`src/rtl/regfile_pkg.sv`:
```
// Shared types and constants for the parametrised register file.
// Optional feature macro used by the top level: REGFILE_BYPASS_EN.
package regfile_pkg;

  // Sweep-clear controller states. The values are one-hot, so the two
  // other 2-bit codes are illegal and the FSM sends them back to idle.
  typedef enum logic [1:0] {
    RF_IDLE  = 2'b01,
    RF_CLEAR = 2'b10
  } rf_state_t;

  // Entry 0 is hardwired to zero: it cannot be written and always reads 0.
  localparam int RF_ZERO_ADDR = 0;

endpackage

```
`src/rtl/regfile_clear_fsm.sv`:
```
// Sweep-clear controller. A start pulse in idle launches a sweep that
// zeroes entries 1..NREGS-1, one per cycle. busy is high for the whole
// sweep. The current state is exported for observation.
module regfile_clear_fsm
  import regfile_pkg::*;
#(
  parameter int NREGS  = 32,
  parameter int ADDR_W = $clog2(NREGS)
) (
  input  logic              clock,
  input  logic              ctrl_reset_n,
  input  logic              start,
  output logic              busy,
  output logic              clr_en,
  output logic [ADDR_W-1:0] clr_addr,
  output rf_state_t         state
);

  localparam logic [ADDR_W-1:0] LAST_ADDR  = ADDR_W'(NREGS - 1);
  localparam logic [ADDR_W-1:0] FIRST_ADDR = ADDR_W'(1);

  logic [ADDR_W-1:0] counter;

  // State register and sweep counter. The counter stops at the last entry
  // instead of wrapping, and start is ignored while a sweep is running.
  always_ff @(posedge clock or negedge ctrl_reset_n) begin
    if (!ctrl_reset_n) begin
      state   <= RF_IDLE;
      counter <= '0;
    end else begin
      case (state)
        RF_IDLE: begin
          if (start) begin
            state   <= RF_CLEAR;
            counter <= FIRST_ADDR;
          end
        end
        RF_CLEAR: begin
          if (counter == LAST_ADDR) begin
            state <= RF_IDLE;
          end else begin
            counter <= counter + 1'b1;
          end
        end
        default: begin
          state <= RF_IDLE;
        end
      endcase
    end
  end

  assign busy     = (state == RF_CLEAR);
  assign clr_en   = (state == RF_CLEAR);
  assign clr_addr = counter;

endmodule

```
`src/rtl/regfile_param.sv`:
```
// Parametrised multi-read-port register file with a hardwired-zero entry 0
// and a sequential sweep-clear engine.
// Optional feature macro: REGFILE_BYPASS_EN -- a read port whose address
// matches a valid write in the same cycle returns the write data instead
// of the stored value.
//
// Write handshake: there is no ready signal. A write is committed on the
// rising edge where ctrl_writeEnable=1, busy=0, ctrl_clear=0 and the
// address is non-zero and in range; write_ack is high for exactly the one
// following cycle for each committed write, and low otherwise.
module regfile_param
  import regfile_pkg::*;
#(
  parameter int DATA_W = 32,
  parameter int NREGS  = 32,
  parameter int ADDR_W = $clog2(NREGS),
  parameter int NREAD  = 2
) (
  input  logic                    clock,
  input  logic                    ctrl_reset_n,
  input  logic                    ctrl_writeEnable,
  input  logic [ADDR_W-1:0]       ctrl_writeReg,
  input  logic [DATA_W-1:0]       data_writeReg,
  input  logic                    ctrl_clear,
  input  logic [NREAD*ADDR_W-1:0] ctrl_readReg,
  output logic [NREAD*DATA_W-1:0] data_readReg,
  output logic                    busy,
  output logic                    write_ack
);

  // When the address space is exactly filled, every address is in range.
  localparam bit FULL_RANGE = (NREGS == (1 << ADDR_W));
  localparam logic [ADDR_W-1:0] ZERO_ADDR = ADDR_W'(RF_ZERO_ADDR);

  logic              fsmBusy;
  logic              clrEn;
  logic [ADDR_W-1:0] clrAddr;
  rf_state_t         clearState;
  logic              readBlank;
  logic              writeInRange;
  logic              writeValid;
  logic [DATA_W-1:0] entry [NREGS];

  regfile_clear_fsm #(
    .NREGS  (NREGS),
    .ADDR_W (ADDR_W)
  ) uClearFsm (
    .clock        (clock),
    .ctrl_reset_n (ctrl_reset_n),
    .start        (ctrl_clear),
    .busy         (fsmBusy),
    .clr_en       (clrEn),
    .clr_addr     (clrAddr),
    .state        (clearState)
  );

  assign busy      = fsmBusy;
  assign readBlank = (clearState == RF_CLEAR);

  if (FULL_RANGE) begin : gWrFull
    assign writeInRange = 1'b1;
  end else begin : gWrPart
    assign writeInRange = (ctrl_writeReg < ADDR_W'(NREGS));
  end

  // A clear request in the same cycle wins over a write.
  assign writeValid = ctrl_writeEnable && !fsmBusy && !ctrl_clear &&
                      (ctrl_writeReg != ZERO_ADDR) && writeInRange;

  // Acknowledge each committed write for one cycle after its edge.
  always_ff @(posedge clock or negedge ctrl_reset_n) begin
    if (!ctrl_reset_n) begin
      write_ack <= 1'b0;
    end else begin
      write_ack <= writeValid;
    end
  end

  // Storage: entry 0 is a constant, the rest are reset/clear/write registers.
  for (genvar i = 0; i < NREGS; i++) begin : gEntry
    if (i == RF_ZERO_ADDR) begin : gZero
      assign entry[i] = '0;
    end else begin : gReg
      logic [DATA_W-1:0] q;
      // Sweep zeroing and writes never coincide: writes are blocked while busy.
      always_ff @(posedge clock or negedge ctrl_reset_n) begin
        if (!ctrl_reset_n) begin
          q <= '0;
        end else if (clrEn && (clrAddr == ADDR_W'(i))) begin
          q <= '0;
        end else if (writeValid && (ctrl_writeReg == ADDR_W'(i))) begin
          q <= data_writeReg;
        end
      end
      assign entry[i] = q;
    end
  end

  // One combinational read mux per port.
  for (genvar k = 0; k < NREAD; k++) begin : gRead
    logic [ADDR_W-1:0] rAddr;
    logic              rInRange;
    logic [DATA_W-1:0] rData;

    assign rAddr = ctrl_readReg[k*ADDR_W +: ADDR_W];

    if (FULL_RANGE) begin : gRdFull
      assign rInRange = 1'b1;
    end else begin : gRdPart
      assign rInRange = (rAddr < ADDR_W'(NREGS));
    end

    // Zero for entry 0, out-of-range addresses and during a sweep.
    always_comb begin
      rData = '0;
      if (!readBlank && rInRange && (rAddr != ZERO_ADDR)) begin
`ifdef REGFILE_BYPASS_EN
        if (writeValid && (rAddr == ctrl_writeReg)) begin
          rData = data_writeReg;
        end else begin
          rData = entry[rAddr];
        end
`else
        rData = entry[rAddr];
`endif
      end
    end

    assign data_readReg[k*DATA_W +: DATA_W] = rData;
  end

endmodule

```
`config.mk`:
```
export PLATFORM = sky130hd
export DESIGN_NAME = regfile_param
export DESIGN_NICKNAME = d
export VERILOG_FILES = /design/src/rtl/regfile_pkg.sv /design/src/rtl/regfile_clear_fsm.sv /design/src/rtl/regfile_param.sv
export SDC_FILE = /design/constraint.sdc
export NUM_CORES = 2
export LEC_CHECK = 0
export CAP_MARGIN = 10
export CORE_UTILIZATION = 60
export CTS_BUF_LIST = sky130_fd_sc_hd__clkbuf_8
export DETAILED_ROUTE_END_ITERATION = 10
export DONT_BUFFER_PORTS = 1
export PLACE_DENSITY = 0.72
export SLEW_MARGIN = 20
export SYNTH_ARGS = -nofsm -noshare
export SYNTH_HDL_FRONTEND = slang
export SYNTH_SLANG_ARGS = --single-unit
```
`constraint.sdc`:
```
create_clock -name clock -period 2.7 [get_ports clock]
set_clock_uncertainty 0.1 [all_clocks]
set_input_delay 0.27 -clock clock [delete_from_list [all_inputs] [get_ports clock]]
set_output_delay 0.27 -clock clock [all_outputs]
set_load 0.005 [all_outputs]
```
# Word-level counts from Yosys, hierarchy flattened
# Index checks and enable logic that the tools add are counted.
# op_classes
n_addsub	1
order_cmp	2
n_eq_ne	67
muxes	76
n_bitwise	2
n_reduce_logical	106
# ops
operator	count
32-bit two-way mux	68
32-bit binary-select mux with 5-bit select	2
5-bit == test (second input constant)	32
5-bit by 4-bit == test with 1-bit output (second input constant)	16
1-bit logical AND	67
2-bit nonzero test	32
5-bit by 3-bit == test with 1-bit output (second input constant)	8
5-bit by 2-bit == test with 1-bit output (second input constant)	4
5-bit nonzero test	3
6-bit greater-or-equal comparator (second input constant)	2
5-bit inverter with 6-bit output	2
5-bit by 1-bit == test with 1-bit output (second input constant)	2
5-bit two-way mux	2
5-bit one-hot mux with 2 select lines	1
5-bit by 1-bit adder with 5-bit output (second input constant)	1
2-bit two-way mux	2
2-bit != test (second input constant)	2
2-bit one-hot mux with 2 select lines	1
3-bit AND reduction	1
2-bit by 1-bit == test with 1-bit output (second input constant)	1
2-bit == test (second input constant)	1
1-bit zero test	2
2-bit by 1-bit != test with 1-bit output (second input constant)	1
2-bit AND reduction	1
# totals
regBits	1000
input_bits	51
out_inout_bits	66

# Logic depth before layout (Yosys ltp)
# depth
ltp_word	8
ltp_mapped	9
mapped_depth_nobuf	7

# Cells and area by module
# Synthesis repeated with hierarchy kept, for this count alone.
# hier_totals
cells_unflattened	6274
area_unflattened_um2	56745.7
# by_module_without_submodules
mod	instances	cells_per_inst	area_each_um2	seq_area_each_um2
regfile_param	1	6239	56386.6	24848.8
regfile_clear_fsm	1	35	359.1	176.4

# Worst setup path after synthesis
# Ideal clock, no wire load.
# synth_timing
path_kind	register to register
startpoint	register uClearFsm.counter[0], in the netlist uClearFsm.clr_addr[0]
endpoint	register uClearFsm.counter[4], in the netlist uClearFsm.clr_addr[4]
setup_time_ns	0.083
arrival_time_ns	2.013
required_time_ns	2.517
setup_slack_ns	0.504
path_stages_with_launch	8
n_path_buf	0
period_less_slack_ns	2.196
cell_sequence	dfrtp_1 > ha_1 > and3_1 > ha_1 > nor3b_1 > nor2_1 > or3_1 > o21ai_0
# synth_between
elab_chain_cells	3
word_cells_on_any_way	6
# synth_rtl
item	line	source
start, declared	regfile_clear_fsm.sv:22	logic [ADDR_W-1:0] counter;
start signal, assigned	regfile_clear_fsm.sv:42	counter <= counter + 1'b1;
5-bit by 1-bit adder with 5-bit output or 5-bit == test (tied branches)	regfile_clear_fsm.sv:42, regfile_clear_fsm.sv:39	
5-bit two-way mux or 2-bit != test (tied branches)	--	
5-bit one-hot mux with 2 select lines or 3-bit AND reduction (tied branches)	--	
# Several ways; a longest one is shown, not always the timed one. The select of a mux whose other input is x is not followed.
# A chain may end at the register's enable or synchronous reset.

# Worst setup path in the final report
# layout_timing
startpoint	input ctrl_readReg[0]
endpoint	output data_readReg[15]
# layout_between
elab_chain_cells	5
word_cells_on_any_way	7
# layout_rtl
item	line	source
start, declared	regfile_param.sv:25	input logic [NREAD*ADDR_W-1:0] ctrl_readReg,
5-bit inverter with 6-bit output (not written as such)	regfile_param.sv:124	rData = entry[rAddr];
32-bit binary-select mux with 5-bit select	regfile_param.sv:124	
32-bit two-way mux (not written as such) (2 in a row)	regfile_param.sv:124	
32-bit two-way mux *	regfile_param.sv:116	if (!readBlank && rInRange && (rAddr != ZERO_ADDR)) begin
end, declared	regfile_param.sv:26	output logic [NREAD*DATA_W-1:0] data_readReg,
# Mark *: on every way between the ends. The rest lies on a longest branch, timed or not. The select of a mux whose other input is x is not followed.

==> flow_metrics.tcl <==
set metrics [dict create \
    cp.arrival_ns 3.47 \
    grt_pass1_vias 52472 \
    htree_num_levels 4 \
    die_area_sq_um 97200 \
    tightest_slew_ns 2.35 \
    drt_iter0_markers 10023 \
    cp_data_required_time_ns 2.33 \
    ir_drop_mv 0.433 \
    drc 0 \
    yosysWarnings 0 \
    rsz0062_at_grt "true" \
    fin_crit_sh_pct 142 \
    cts.clk_slew.worst_paths_ns 0.06 \
    ys_seq_elements 1000 \
    synth-simple-area-share_pct 11.1 \
    place_ws_ns -0.203 \
    antenna_found_initial 13 \
    track_usage_pct 46.4 \
    yosysUniqueCellTypes 64 \
    avgViaCountPerCell 7.53 \
    cp-start-kind "input port" \
    r2r_end "gEntry[31].gReg.q[13]" \
    violations "max-slew violations, negative setup slack" \
    synth_edf_count 0 \
    synthCells 5881 \
    grt_max_degree 1001 \
    clk_latency_ns 0.88 \
    cts_made_buffers 170 \
    place_inst 6736 \
    cp_max_fo 330 \
    synth_top_family_by_area "compound AO/OA/AOI/OAI gates" \
    grt_overflow 0 \
    p_per_area_nw_per_um2 680 \
    synthToLayoutAreaGrowth_pct 14.5 \
    muxShareOfSynthArea_pct 18.9 \
    hpwlAfterDp_mm 127 \
    synth_compound_area_share_pct 20.1 \
    ant_nets 0 \
    layout.nets 5850 \
    core.rowCount 113 \
    period_needed_ns 3.84 \
    syn_area_per_cell_sq_um 9.79 \
    yosysSeqAreaShare_pct 43.5 \
    port_buffers 0 \
    stdcell_count 7189 \
    synth_common_cells "999 x dfrtp_1, 724 x a21oi_1, 712 x nand2_1" \
    max_freq_ghz 0.260 \
    grt_pass1_wl_mm 339 \
    coreArea_sq_um 95000 \
    hold_violations 0 \
    synth_xor_area_share_pct 0.0152 \
    post-synth-top-count-cell "dfrtp_1" \
    synth_top_area_share_pct 43.4 \
    finalHoldWorstSlack_ns 0.0357 \
    die_x_microns 312 \
    r2r-start "uClearFsm.state[0]" \
    syn-num-nets 5938 \
    p_total_mw 44.8 \
    cap_violations 0 \
    cts-root-buf "clkbuf_8" \
    place_congestion 0.969 \
    setup_ws_ns -1.14 \
    synth-async-reset-ratio_pct 100 \
    reg2regPathDepth 9 \
    wl_per_cell_microns 32.3 \
    ys_top_cells_by_area "dfrtp_1 43%, mux2i_1 10%, mux4_2 7.2%" \
    dr.pass1.iters 9 \
    setup_viol 64 \
    status "complete, but fails checks" \
    hold_path_class "input port to asynchronous set/reset pin" \
    final_core_util_pct 69.4 \
    synth_top_cell_by_area "dfrtp_1" \
    clk_path_buf_depth 3 \
    crit_type "input port to output port" \
    io_pins 117 \
    initial_core_util_pct 60.6 \
    worstSetupEndpointType "output port" \
    synthAdderAreaFrac_pct 0.130 \
    maxSlewHeadroom_pct -56.4 \
    syn-cell-area_sq_um 57600 \
    yosys_most_used_dff "dfrtp_1" \
    drive_above_1_share_pct 18.3 \
    numClockSinks 1000 \
    timing.reg2reg.setup_slack_ns 0.02 \
    final_max_slew_viol_count 235 \
    die_h_microns 312 \
    tritoncts "yes" \
    p_leak_nw 28.5 \
    num_vias 54146 \
    drt-total-wl_mm 232 \
]
==> logic make-up (layout without fill, tap and decap cells) <==
| logic type | Yosys count | in the layout |
|---|---|---|
| muxes | 851 | 851 |
| adders and majority gates | 6 | 6 |
| buffers and inverters | 774 | 808 |
| xor gates and xnor gates | 1 | 1 |
| DFF | 1000 | 1000 |
| AOI/OAI and AO/OA | 1859 | 1862 |
| and+or+nand+nor | 1390 | 1390 |
| other | 0 | 6 |
==> where the power goes <==
group,leakage (nW),internal [mW],switching [mW]
Clock,1.97,7.40,6.60
Combinational,13.1,5.37,5.89
Sequential,13.4,17.5,2.04
Total,28.5,30.3,14.5
==> timing repair <==
action                                  in CTS  in global routing
gates cloned                                 2                  8
endpoints found under the setup margin      66                319
hold endpoints to repair                  2000                277
gates resized for setup                    138                 68
pin swaps                                   10                 14
hold buffers                                87                 16
buffers inserted                            19                 13
==> critical path, cell delays in order <==
cell       delay, ns
mux4_2          1.30
inv_1           0.09
a211o_1         0.28
a2111oi_4       0.11
buf_4           0.17
buf_4           0.13
==> per-layer routing <==
layer | global-route usage [%] | up-vias | wire (microns)
met5 | 0.198 | - | 301
met4 | 26.1 | 22 | 15300
met3 | 20.7 | 1154 | 40500
met2 | 64.0 | 5038 | 96200
met1 | 60.5 | 26373 | 80000
li1 | - | 21559 | -
==> per-stage QoR <==
step,instance area [sq um],TNS [ns]
floorplan,57600,0
detailed placement,59200,-1.03
CTS,64800,-22.04
global route,65900,-27.68
finish,65900,-35.35
global placement,59200,-0.891
==> sequential cells by signal, summed over array words and instances, names as in the netlist <==
| signal | count |
|---|---|
| uClearFsm.state | 2 |
| write_ack | 1 |
| gEntry.gReg.q | 992 |
| uClearFsm.clr_addr | 5 |
==> cell type report <==
class / count / area [sq um]
antenna: 6 / 15.0
clock buffer: 222 / 3060
clock inverter: 75 / 350
fill: 7088 / 29100
inverter: 53 / 204
multi-input combinational: 4110 / 30400
sequential: 1000 / 25000
tap: 1265 / 1580
timing repair buffer: 458 / 5250
==> placed cells by master, fill, tap and decap left out, types with 17 or more instances in the layout <==
cell type and instances:
dfrtp_1 999, nand2_1 710, a21oi_1 706, mux2i_1 594, nand3_1 391, o21ai_0 384
buf_4 264, a22o_1 256, clkbuf_8 222, mux4_2 183, o22ai_1 183, inv_1 106
buf_12 104, nor3_1 88, a22oi_1 71, mux2_2 67, dlygate4sd3_1 59, a221oi_1 57
a211o_1 46, nor2_1 46, a2111oi_4 37, and2_2 20, a41oi_1 18, nor2b_1 17
==> how the worst max path moves through the flow <==
| stage | endpoint | cells past startpoint | slack, ns | start |
|---|---|---|---|---|
| finish | data_readReg[15] | 6 | -1.14 | ctrl_readReg[0] |
| global route | data_readReg[56] | 9 | -0.58 | uClearFsm.state[0] |
| CTS | data_readReg[56] | 9 | -0.44 | uClearFsm.state[0] |
| detailed placement | data_readReg[25] | 6 | -0.20 | ctrl_readReg[0] |
| global placement | data_readReg[26] | 6 | -0.20 | ctrl_readReg[0] |
| floorplan | uClearFsm.clr_addr[4] | 7 | 0.50 | uClearFsm.clr_addr[0] |
Note: power is estimated with default switching activity, not from simulation.
